## src/rtl/fifo_pkg.sv

```systemverilog
// Shared FIFO package: default sizes and Gray/binary pointer conversion helpers.
package fifo_pkg;

  localparam int unsigned ADDR_SIZE_DEF  = 4;
  localparam int unsigned DATA_WIDTH_DEF = 8;
  localparam int unsigned PTR_MAX_W      = 17;

  typedef logic [PTR_MAX_W-1:0] ptr_max_t;

  // Narrower pointers are zero-extended into ptr_max_t and truncated back by the caller.
  function automatic ptr_max_t bin2gray(input ptr_max_t b);
    return b ^ (b >> 1);
  endfunction

  function automatic ptr_max_t gray2bin(input ptr_max_t g);
    ptr_max_t b;
    b[PTR_MAX_W-1] = g[PTR_MAX_W-1];
    for (int i = PTR_MAX_W - 2; i >= 0; i--) begin
      b[i] = b[i+1] ^ g[i];
    end
    return b;
  endfunction

endpackage

```

## src/rtl/fifo_wr_arbiter_rr_pick.sv

```systemverilog
// Combinational round-robin winner select: first active req after last_idx, wrapping.
module rr_pick #(
  parameter int unsigned NUM_REQ = 4,
  localparam int unsigned IW = $clog2(NUM_REQ)
) (
  input  logic [NUM_REQ-1:0] req,
  input  logic [IW-1:0]      last_idx,
  output logic               valid,
  output logic [IW-1:0]      winner
);

  logic [IW-1:0] idx;

  always_comb begin
    valid  = 1'b0;
    winner = '0;
    idx    = '0;
    for (int unsigned i = 1; i <= NUM_REQ; i++) begin
      idx = IW'((32'(last_idx) + i) % NUM_REQ);
      if (!valid && req[idx]) begin
        valid  = 1'b1;
        winner = idx;
      end
    end
  end

endmodule

```

## src/rtl/fifo_wr_arbiter.sv

```systemverilog
// Async FIFO write side: round-robin write-port arbiter, write pointer and full flag.
// Optional almost_full output enabled by defining FIFO_ARB_ALMOST_FULL_EN.
module fifo_wr_arbiter
  import fifo_pkg::*;
#(
  parameter int unsigned addr_size  = ADDR_SIZE_DEF,
  parameter int unsigned data_width = DATA_WIDTH_DEF,
  parameter int unsigned NUM_REQ    = 4,
  parameter int unsigned AF_MARGIN  = 2
) (
  input  logic                          clk,
  input  logic                          reset_n,
  input  logic [NUM_REQ-1:0]            req,
  input  logic [NUM_REQ*data_width-1:0] req_data,
  input  logic [addr_size:0]            rd_ptr_gray_sync,
  output logic [NUM_REQ-1:0]            gnt,
  output logic                          wr_en,
  output logic [addr_size-1:0]          wr_addr,
  output logic [data_width-1:0]         wr_data,
  output logic [addr_size:0]            wr_ptr_gray,
`ifdef FIFO_ARB_ALMOST_FULL_EN
  output logic                          almost_full,
`endif
  output logic                          full
);

  localparam int unsigned PW = addr_size + 1;
  localparam int unsigned IW = $clog2(NUM_REQ);

  logic [PW-1:0] wr_ptr_bin;
  logic [PW-1:0] bin_nxt;
  logic [PW-1:0] gray_nxt;
  logic [PW-1:0] full_gray;
  logic [IW-1:0] last_idx;
  logic [IW-1:0] winner;
  logic          valid;
  logic          fire;

  rr_pick #(.NUM_REQ(NUM_REQ)) u_rr_pick (
    .req      (req),
    .last_idx (last_idx),
    .valid    (valid),
    .winner   (winner)
  );

  assign fire     = valid & ~full;
  assign bin_nxt  = wr_ptr_bin + PW'(fire);
  assign gray_nxt = PW'(bin2gray(PTR_MAX_W'(bin_nxt)));
  // Full when write pointer is exactly one lap ahead: top two Gray bits inverted.
  assign full_gray = {~rd_ptr_gray_sync[PW-1:PW-2], rd_ptr_gray_sync[PW-3:0]};

`ifdef FIFO_ARB_ALMOST_FULL_EN
  logic [PW-1:0] rd_bin;
  logic [PW-1:0] occ;

  assign rd_bin = PW'(gray2bin(PTR_MAX_W'(rd_ptr_gray_sync)));
  assign occ    = bin_nxt - rd_bin;

  always_ff @(posedge clk or negedge reset_n) begin
    if (!reset_n) begin
      almost_full <= 1'b0;
    end else begin
      almost_full <= (occ >= PW'((1 << addr_size) - AF_MARGIN));
    end
  end
`endif

  always_ff @(posedge clk or negedge reset_n) begin
    if (!reset_n) begin
      wr_ptr_bin  <= '0;
      wr_ptr_gray <= '0;
      last_idx    <= IW'(NUM_REQ - 1);
      gnt         <= '0;
      wr_en       <= 1'b0;
      wr_addr     <= '0;
      wr_data     <= '0;
      full        <= 1'b0;
    end else begin
      wr_ptr_bin  <= bin_nxt;
      wr_ptr_gray <= gray_nxt;
      full        <= (gray_nxt == full_gray);
      wr_en       <= fire;
      gnt         <= '0;
      if (fire) begin
        gnt      <= NUM_REQ'(1) << winner;
        last_idx <= winner;
        wr_addr  <= wr_ptr_bin[addr_size-1:0];
        wr_data  <= req_data[winner*data_width +: data_width];
      end
    end
  end

endmodule

```

## config.mk

```make
export PLATFORM = sky130hd
export DESIGN_NAME = fifo_wr_arbiter
export DESIGN_NICKNAME = d
export VERILOG_FILES = /design/src/rtl/fifo_pkg.sv /design/src/rtl/fifo_wr_arbiter_rr_pick.sv /design/src/rtl/fifo_wr_arbiter.sv
export SDC_FILE = /design/constraint.sdc
export NUM_CORES = 1
export LEC_CHECK = 0
export ABC_CLOCK_PERIOD_IN_PS = 6500
export BUFFER_PORTS_ARGS = -buffer_cell sky130_fd_sc_hd__buf_2
export CORE_UTILIZATION = 41
export CTS_CLUSTER_SIZE = 12
export DETAILED_ROUTE_END_ITERATION = 10
export GPL_TIMING_DRIVEN = 0
export PLACE_DENSITY_LB_ADDON = 0.08
export SKIP_LAST_GASP = 1
export SYNTH_ARGS = -nofsm -noshare
export SYNTH_HDL_FRONTEND = slang
export SYNTH_SLANG_ARGS = --single-unit
```

## constraint.sdc

```tcl
create_clock -name clk -period 6.5 [get_ports clk]
set_input_delay 0.975 -clock clk [delete_from_list [all_inputs] [get_ports clk]]
set_output_delay 0.975 -clock clk [all_outputs]
set_load 0.005 [all_outputs]
```

==> results of run 1 <==
worst paths after layout:
path | to | slack, ns
worst max register to register | full | 3.09
max in group asynchronous | wr_data[5] | 5.37
min in group asynchronous | wr_addr[2] | 0.72
worst max-delay path | full | 2.54
worst min-delay path | wr_addr[2] | 0.47
worst min register to register | wr_addr[2] | 0.47
tightest hold or removal path, stage by stage (launching register included):
cell and delay [ns]:
dfrtp_1 0.34, nand2_1 0.05, nand2_1 0.06
kinds of logic after synthesis:
logic type               Yosys count  synth area share
flip-flops                        29            0.4678
adder cells (fa/ha/maj)            2           0.01607
AO/OA/AOI/OAI                     26            0.1584
XOR/XNOR                          12           0.06752
multiplexers                      10           0.06431
AND/OR/NAND/NOR                   58            0.1696
buffers and inverters             14           0.05627
layout by cell type (no fill, tap or decap), types with 2 or more instances in the layout:
cell       synthesis  final
buf_2              0     65
dfrtp_1           27     27
nand2_1           25     25
xor2_1            10     10
nor2_1            10     10
mux2i_1           10     10
nor3_1             9      9
a211oi_1           8      8
a2111oi_0          7      7
clkbuf_1           5      6
clkbuf_8           0      6
inv_1              5      5
o21ai_0            4      4
nand3_1            3      3
xnor2_1            2      2
buf_6              2      2
nand2b_1           2      2
a2111oi_4          2      2
ha_1               2      2
dfstp_2            2      2
metrics by stage:
step	total power [uW]	utilization
2_1_floorplan	699.1	-
3_3_place_gp	851.4	0.5304
3_5_place_dp	863.9	0.5304
4_1_cts	1058	0.5622
5_1_grt	1135	0.5622
6_report	1042	0.5622
power groups by stage:
stage / Combinational, uW / Clock, uW / Sequential [uW]
floorplan: 364 / 0 / 335
global placement: 523 / 0 / 329
detailed placement: 530 / 0 / 333
CTS: 534 / 194 / 331
global route: 593 / 200 / 342
finish: 523 / 189 / 329
synth_stat cells, drive strengths merged:
| library cell | count | area [sq um] |
|---|---|---|
| nor2b | 1 | 6.260 |
| a21oi | 2 | 21.27 |
| a221o | 1 | 10.01 |
| or3 | 1 | 6.260 |
| or2 | 1 | 6.260 |
| nand3 | 3 | 15.01 |
| ha | 2 | 25.02 |
| o21ai | 4 | 20.02 |
| or3b | 1 | 8.760 |
| dfrtp | 27 | 675.7 |
| nand3b | 1 | 7.510 |
| nor4 | 1 | 6.260 |
| xnor2 | 2 | 17.52 |
| and2 | 1 | 6.260 |
| mux2i | 10 | 100.1 |
| a21bo | 1 | 10.01 |
| xor2 | 10 | 87.58 |
| a211oi | 8 | 60.06 |
| nand2b | 2 | 12.51 |
| inv | 5 | 18.77 |
| a2111oi | 9 | 116.4 |
| and3 | 1 | 6.260 |
| a211o | 1 | 8.760 |
| nor2 | 11 | 43.80 |
| buf | 4 | 50.05 |
| nand2 | 25 | 93.84 |
| dfstp | 2 | 52.55 |
| nor3 | 9 | 45.04 |
| clkbuf | 5 | 18.77 |
per-layer routing:
layer  wire (microns)  up-vias  share of wire
met1             1491      640           0.42
met4               46        0          0.013
met2             1792       45           0.51
li1                 -      674              -
met3              200        5          0.057
met5                0        -              0
flip-flops by register name (all words and copies together) (netlist names):
| register | flops |
|---|---|
| wr_data | 8 |
| wr_ptr_bin | 5 |
| gnt | 4 |
| wr_addr | 4 |
| wr_ptr_gray | 4 |
| last_idx | 2 |
| full | 1 |
| wr_en | 1 |
layout make-up:
type	count	share of cell area
Timing Repair Buffer	65	0.1581
Clock buffer	7	0.04195
Inverter	5	0.009119
Tap cell	48	0.02918
Multi-Input combinational cell	108	0.3599
Sequential cell	29	0.3538
Clock inverter	1	0.01459
Buffer	9	0.03343
==> results by group, run 1 <==
Pwr
  • Peak VDD IR: 282.0 uV
  • Leak: 0.001017 uW
  • Combinational power share: 0.503
  • Flop pwr share: 0.316
  • Pwr Density: 506.1 nW/um^2
  • Internal power: 646.8 uW
  • Clock share of power: 0.181
  • P_sw: 394.8 uW
  • Sw Share: 0.3790

Place
  • PortBufs: 65
  • Final HPWL from detailed placement: 2.696 mm
  • Routability cong.: 0.7831
  • Dpl ws: 2.238 ns
  • Placed instance area: 1942 sq um
  • Placed cell count: 264

Clock network
  • Root buf cell: clkbuf_8
  • Clk pin slew, worst setup/hold paths: 0.06 ns
  • Htree depth: 2
  • CTS max path bufs: 2
  • CTS Sinks: 29
  • CTS Buf Count: 5
  • CTS tree: yes
  • Clk_lat worst skew: 0.28 ns
  • CTS resizes: 0
  • Cts hold-fix bufs: 0
  • Post-CTS setup buffer count: 0

Min path
  • Worst min path class: register to register
  • Worst Hold Launch: wr_addr[2]
  • WHS Path Cells: 2

Finish
  • Area growth syn-to-layout: 32.23%
  • Final Cell Area: 2058 sq um
  • Share of cells above drive strength 1: 0.3750
  • Nets@finish: 268
  • Multi-input logic area: 740.7 sq um
  • Filler instances: 336
  • Finished Layout Cells: 272
  • FF/Latch Area: 728.2 sq um
  • Ant. Diodes: 0

Floorplanning
  • Placement Rows: 22
  • Die Y: 63.62 microns
  • Starting Density: 0.4252
  • Die width: 63.62 microns
  • Num ports: 66
  • Full die area: 4047 sq um
  • Core area: 3661 sq um

Global route
  • Wire length of the first global-routing pass: 6.237 mm
  • Grt ovf: 0
  • M1 GR Usage: 0.2356
  • Vias in the first global route: 1411
  • Gr usage total: 0.2002
  • Top Usage Layer GRT: met2
  • Met3 usage in global routing: 0.04891
  • Initial antenna violation count: 0
  • Largest net degree at the start of global routing: 30
  • Grt met2 use: 0.3431

Synthesis
  • Syn Nets: 196
  • Post-synthesis instance area: 1556 sq um
  • Ys Warns: 0
  • Number of synthesized register bits: 29
  • Unique masters post-synth: 34
  • Sequential-to-total area share from yosys stat: 0.4678
  • Syn Inst Count: 151
  • Syn Area/Cell: 10.31 sq um

Timing
  • Clock Skew: 0.005136 ns
  • Post-route minimum period: 3.965 ns
  • Final Hold Viols: 0
  • Final TNS setup: 0 ns
  • RSZ-0062 raised after global routing: false
  • Fmax: 252.2 MHz
  • Final period util: 0.6099
  • Final hold slack: 0.4740 ns
  • Setup ws final: 2.535 ns
  • Setup violators final: 0
  • Max-slew violation count: 0
  • Normalized max-slew margin: 0.5778
  • Worst slew pin tran: 0.6334 ns

Detailed routing
  • WL/cell: 12.98 microns
  • Vias per cell: 5.015
  • 1st-pass router iterations: 4
  • DRC: 0
  • Drt total wl: 3.531 mm
  • DR iter-0 viols: 73
  • Vias post-DR: 1364
  • Routed Antenna Nets: 0

Worst setup path
  • CP required: 6.63 ns
  • Kind of start point of the critical path: input port
  • CP top delay family: buffers and inverters
  • Setup Crit Path Kind: input port to register
  • Arr. time, crit path: 4.10 ns
  • Worst R2R Path Depth: 10
  • CP max-delay cell: a2111oi_0
  • Worst path cell trace: buf_2, nor4_1, or2_2, clkbuf_1, inv_1, clkbuf_1, ha_1, ha_1, xor2_1, xor2_1, or3_1, a2111oi_0
  • Worst path depth: 12
  • Worst setup path startpoint: req[3]
  • Crit-path max cell delay: 0.44 ns
  • Reg-to-reg startpoint: full
  • Buf+Inv Stages, Crit Path: 4
  • CP Capture Type: register
  • Critical path fanouts, max: 11

Run status
  • Outcome: complete, no violations

Job
  • MaxCap Viol Count: 0
Power figures use the tool's default switching activity.
==> inputs of run 2 (changes only) <==
Settings changed: ABC_CLOCK_PERIOD_IN_PS 6500 to 3300.
Clock period 6.5 ns to 3.3 ns, I/O delays scaled along.
==> run 2 against run 1 <==
Against the previous run:
- wire length rose by 1.0%
- first-iteration DRC count fell by 2.7%
- clock skew barely moved
- via count rose by 0.81%
- largest power group unchanged
- register-to-register slack got worse by 2.5 ns
- critical endpoint unchanged
- sequential power rose by 98%
- largest cell class unchanged
==> results by group, run 2 (same netlist as run 1, synthesis figures left out) <==
Floorplanning
  • Num ports: 66
  • Starting Density: 0.4252
  • Core area: 3661 sq um
  • Die width: 63.62 microns
  • Placement Rows: 22
  • Full die area: 4047 sq um
  • Die Y: 63.62 microns

Timing
  • Final period util: 0.8833
  • Normalized max-slew margin: 0.5807
  • Clock Skew: 0.005158 ns
  • RSZ-0062 raised after global routing: false
  • Fmax: 343.0 MHz
  • Max-slew violation count: 0
  • Final Hold Viols: 0
  • Setup violators final: 0
  • Post-route minimum period: 2.915 ns
  • Worst slew pin tran: 0.6290 ns

Global route
  • Gr usage total: 0.2006
  • Largest net degree at the start of global routing: 30
  • Grt ovf: 0
  • Initial antenna violation count: 0
  • Vias in the first global route: 1405
  • Wire length of the first global-routing pass: 6.237 mm

Place
  • PortBufs: 65
  • Routability cong.: 0.7831
  • Final HPWL from detailed placement: 2.696 mm
  • Placed cell count: 264

Run status
  • Outcome: complete, no violations

Worst setup path
  • CP required: 3.43 ns
  • Arr. time, crit path: 3.05 ns
  • CP max-delay cell: a2111oi_0
  • Kind of start point of the critical path: input port
  • CP Capture Type: register
  • Worst path cell trace: buf_2, nor4_1, or2_2, clkinvlp_4, ha_1, ha_1, xor2_2, xor2_1, or3_1, a2111oi_0
  • Setup Crit Path Kind: input port to register
  • Critical path fanouts, max: 10
  • Crit-path max cell delay: 0.43 ns
  • Crit path top cell by count: ha_1

Clock network
  • CTS Buf Count: 5
  • Cts hold-fix bufs: 0
  • CTS Sinks: 29
  • Root buf cell: clkbuf_8
  • Clk_lat worst skew: 0.28 ns
  • Clk pin slew, worst setup/hold paths: 0.06 ns
  • CTS tree: yes
  • Htree depth: 2
  • CTS max path bufs: 2

Pwr
  • Peak VDD IR: 552.3 uV
  • Pwr Density: 999.8 nW/um^2
  • Leak: 0.001036 uW
  • Power, Total: 2099 uW

Finish
  • Largest register FFs: 8
  • Nets@finish: 271
  • Regs by FF count: wr_data: 8 flops, wr_ptr_bin: 5 flops
  • Share of cells above drive strength 1: 0.4009
  • Area growth syn-to-layout: 34.89%
  • Ant. Diodes: 0
  • Finished Layout Cells: 275
  • Multi-input logic area: 748.2 sq um
  • Final core occ: 0.5735
  • Filler instances: 333
  • FF/Latch Area: 728.2 sq um
  • Biggest register: wr_data
  • Most frequent cells in the layout: buf_2, dfrtp_1, nand2_1
  • Commonest non-fill, non-tap cell in the layout: buf_2

Detailed routing
  • WL/cell: 12.97 microns
  • Vias post-DR: 1375
  • 1st-pass router iterations: 4
  • Routed Antenna Nets: 0
  • Vias per cell: 5.000
  • DRC: 0
  • Drt total wl: 3.568 mm
  • DR iter-0 viols: 71

Job
  • MaxCap Viol Count: 0

Min path
  • Worst min path class: input port to asynchronous set/reset pin
run 2: cell types whose count changed in the layout (fill, tap and decap cells not counted), sizes merged:
cell      before  now
buf           69   74
clkbuf        12   10
clkinvlp       0    1
inv            5    4
run 2: layout make-up:
type / instances / share of cell area
Buffer: 7 / 0.02920
Clock buffer: 7 / 0.04112
Clock inverter: 1 / 0.01430
Inverter: 5 / 0.01073
Multi-Input combinational cell: 108 / 0.3564
Sequential cell: 29 / 0.3468
Tap cell: 48 / 0.02861
Timing Repair Buffer: 70 / 0.1728
run 2: final timing paths:
kind | start | to | slack, ns | cells after the start
worst min-delay path | reset_n | wr_addr[2] | 0.24 | 1
worst max-delay path | req[3] | full | 0.38 | 10
max in group asynchronous | reset_n | wr_data[5] | 2.65 | 1
worst min register to register | wr_addr[2] | wr_addr[2] | 0.47 | 2
worst max register to register | full | full | 0.63 | 8
min in group clk | wr_addr[2] | wr_addr[2] | 0.47 | 2
run 2: routing by layer:
layer | vias to the layer above | track usage | wire, microns
met2 | 40 | 0.3444 | 1820
met5 | - | 0 | 0
met4 | 0 | 0.08523 | 46
li1 | 678 | - | -
met1 | 652 | 0.2359 | 1507
met3 | 5 | 0.04891 | 193
run 2: power by group:
group / total [uW] / internal [uW] / switching [uW]
clock network: 371 / 246 / 126
logic: 1080 / 506 / 571
registers: 651 / 557 / 94.3
run 2: through the flow:
step / cell area (sq um) / hold WS (ns) / setup slack, ns / setup TNS (ns)
2_1_floorplan: 1556 / 0.1994 / 0.2724 / 0
3_3_place_gp: 1942 / 0.4622 / -0.4857 / -0.4857
3_5_place_dp: 1942 / 0.4648 / -0.4822 / -0.4822
4_1_cts: 2062 / 0.2582 / 0.02431 / 0
5_1_grt: 2100 / 0.2944 / 0.08085 / 0
6_report: 2100 / 0.2369 / 0.3850 / 0
run 2: worst max-delay path, delay by kind of cell:
family | cells | cell delay (ns)
fa+ha+maj | 2 | 0.48
buf+inv | 2 | 0.35
simple gates | 3 | 0.92
xor+xnor | 2 | 0.37
compound gates | 1 | 0.43
run 2: repair_timing:
item,4_1_cts,5_1_grt
gates cloned,0,0
resized for setup,1,1
endpoints found under the setup margin,1,1
buffers inserted,0,5
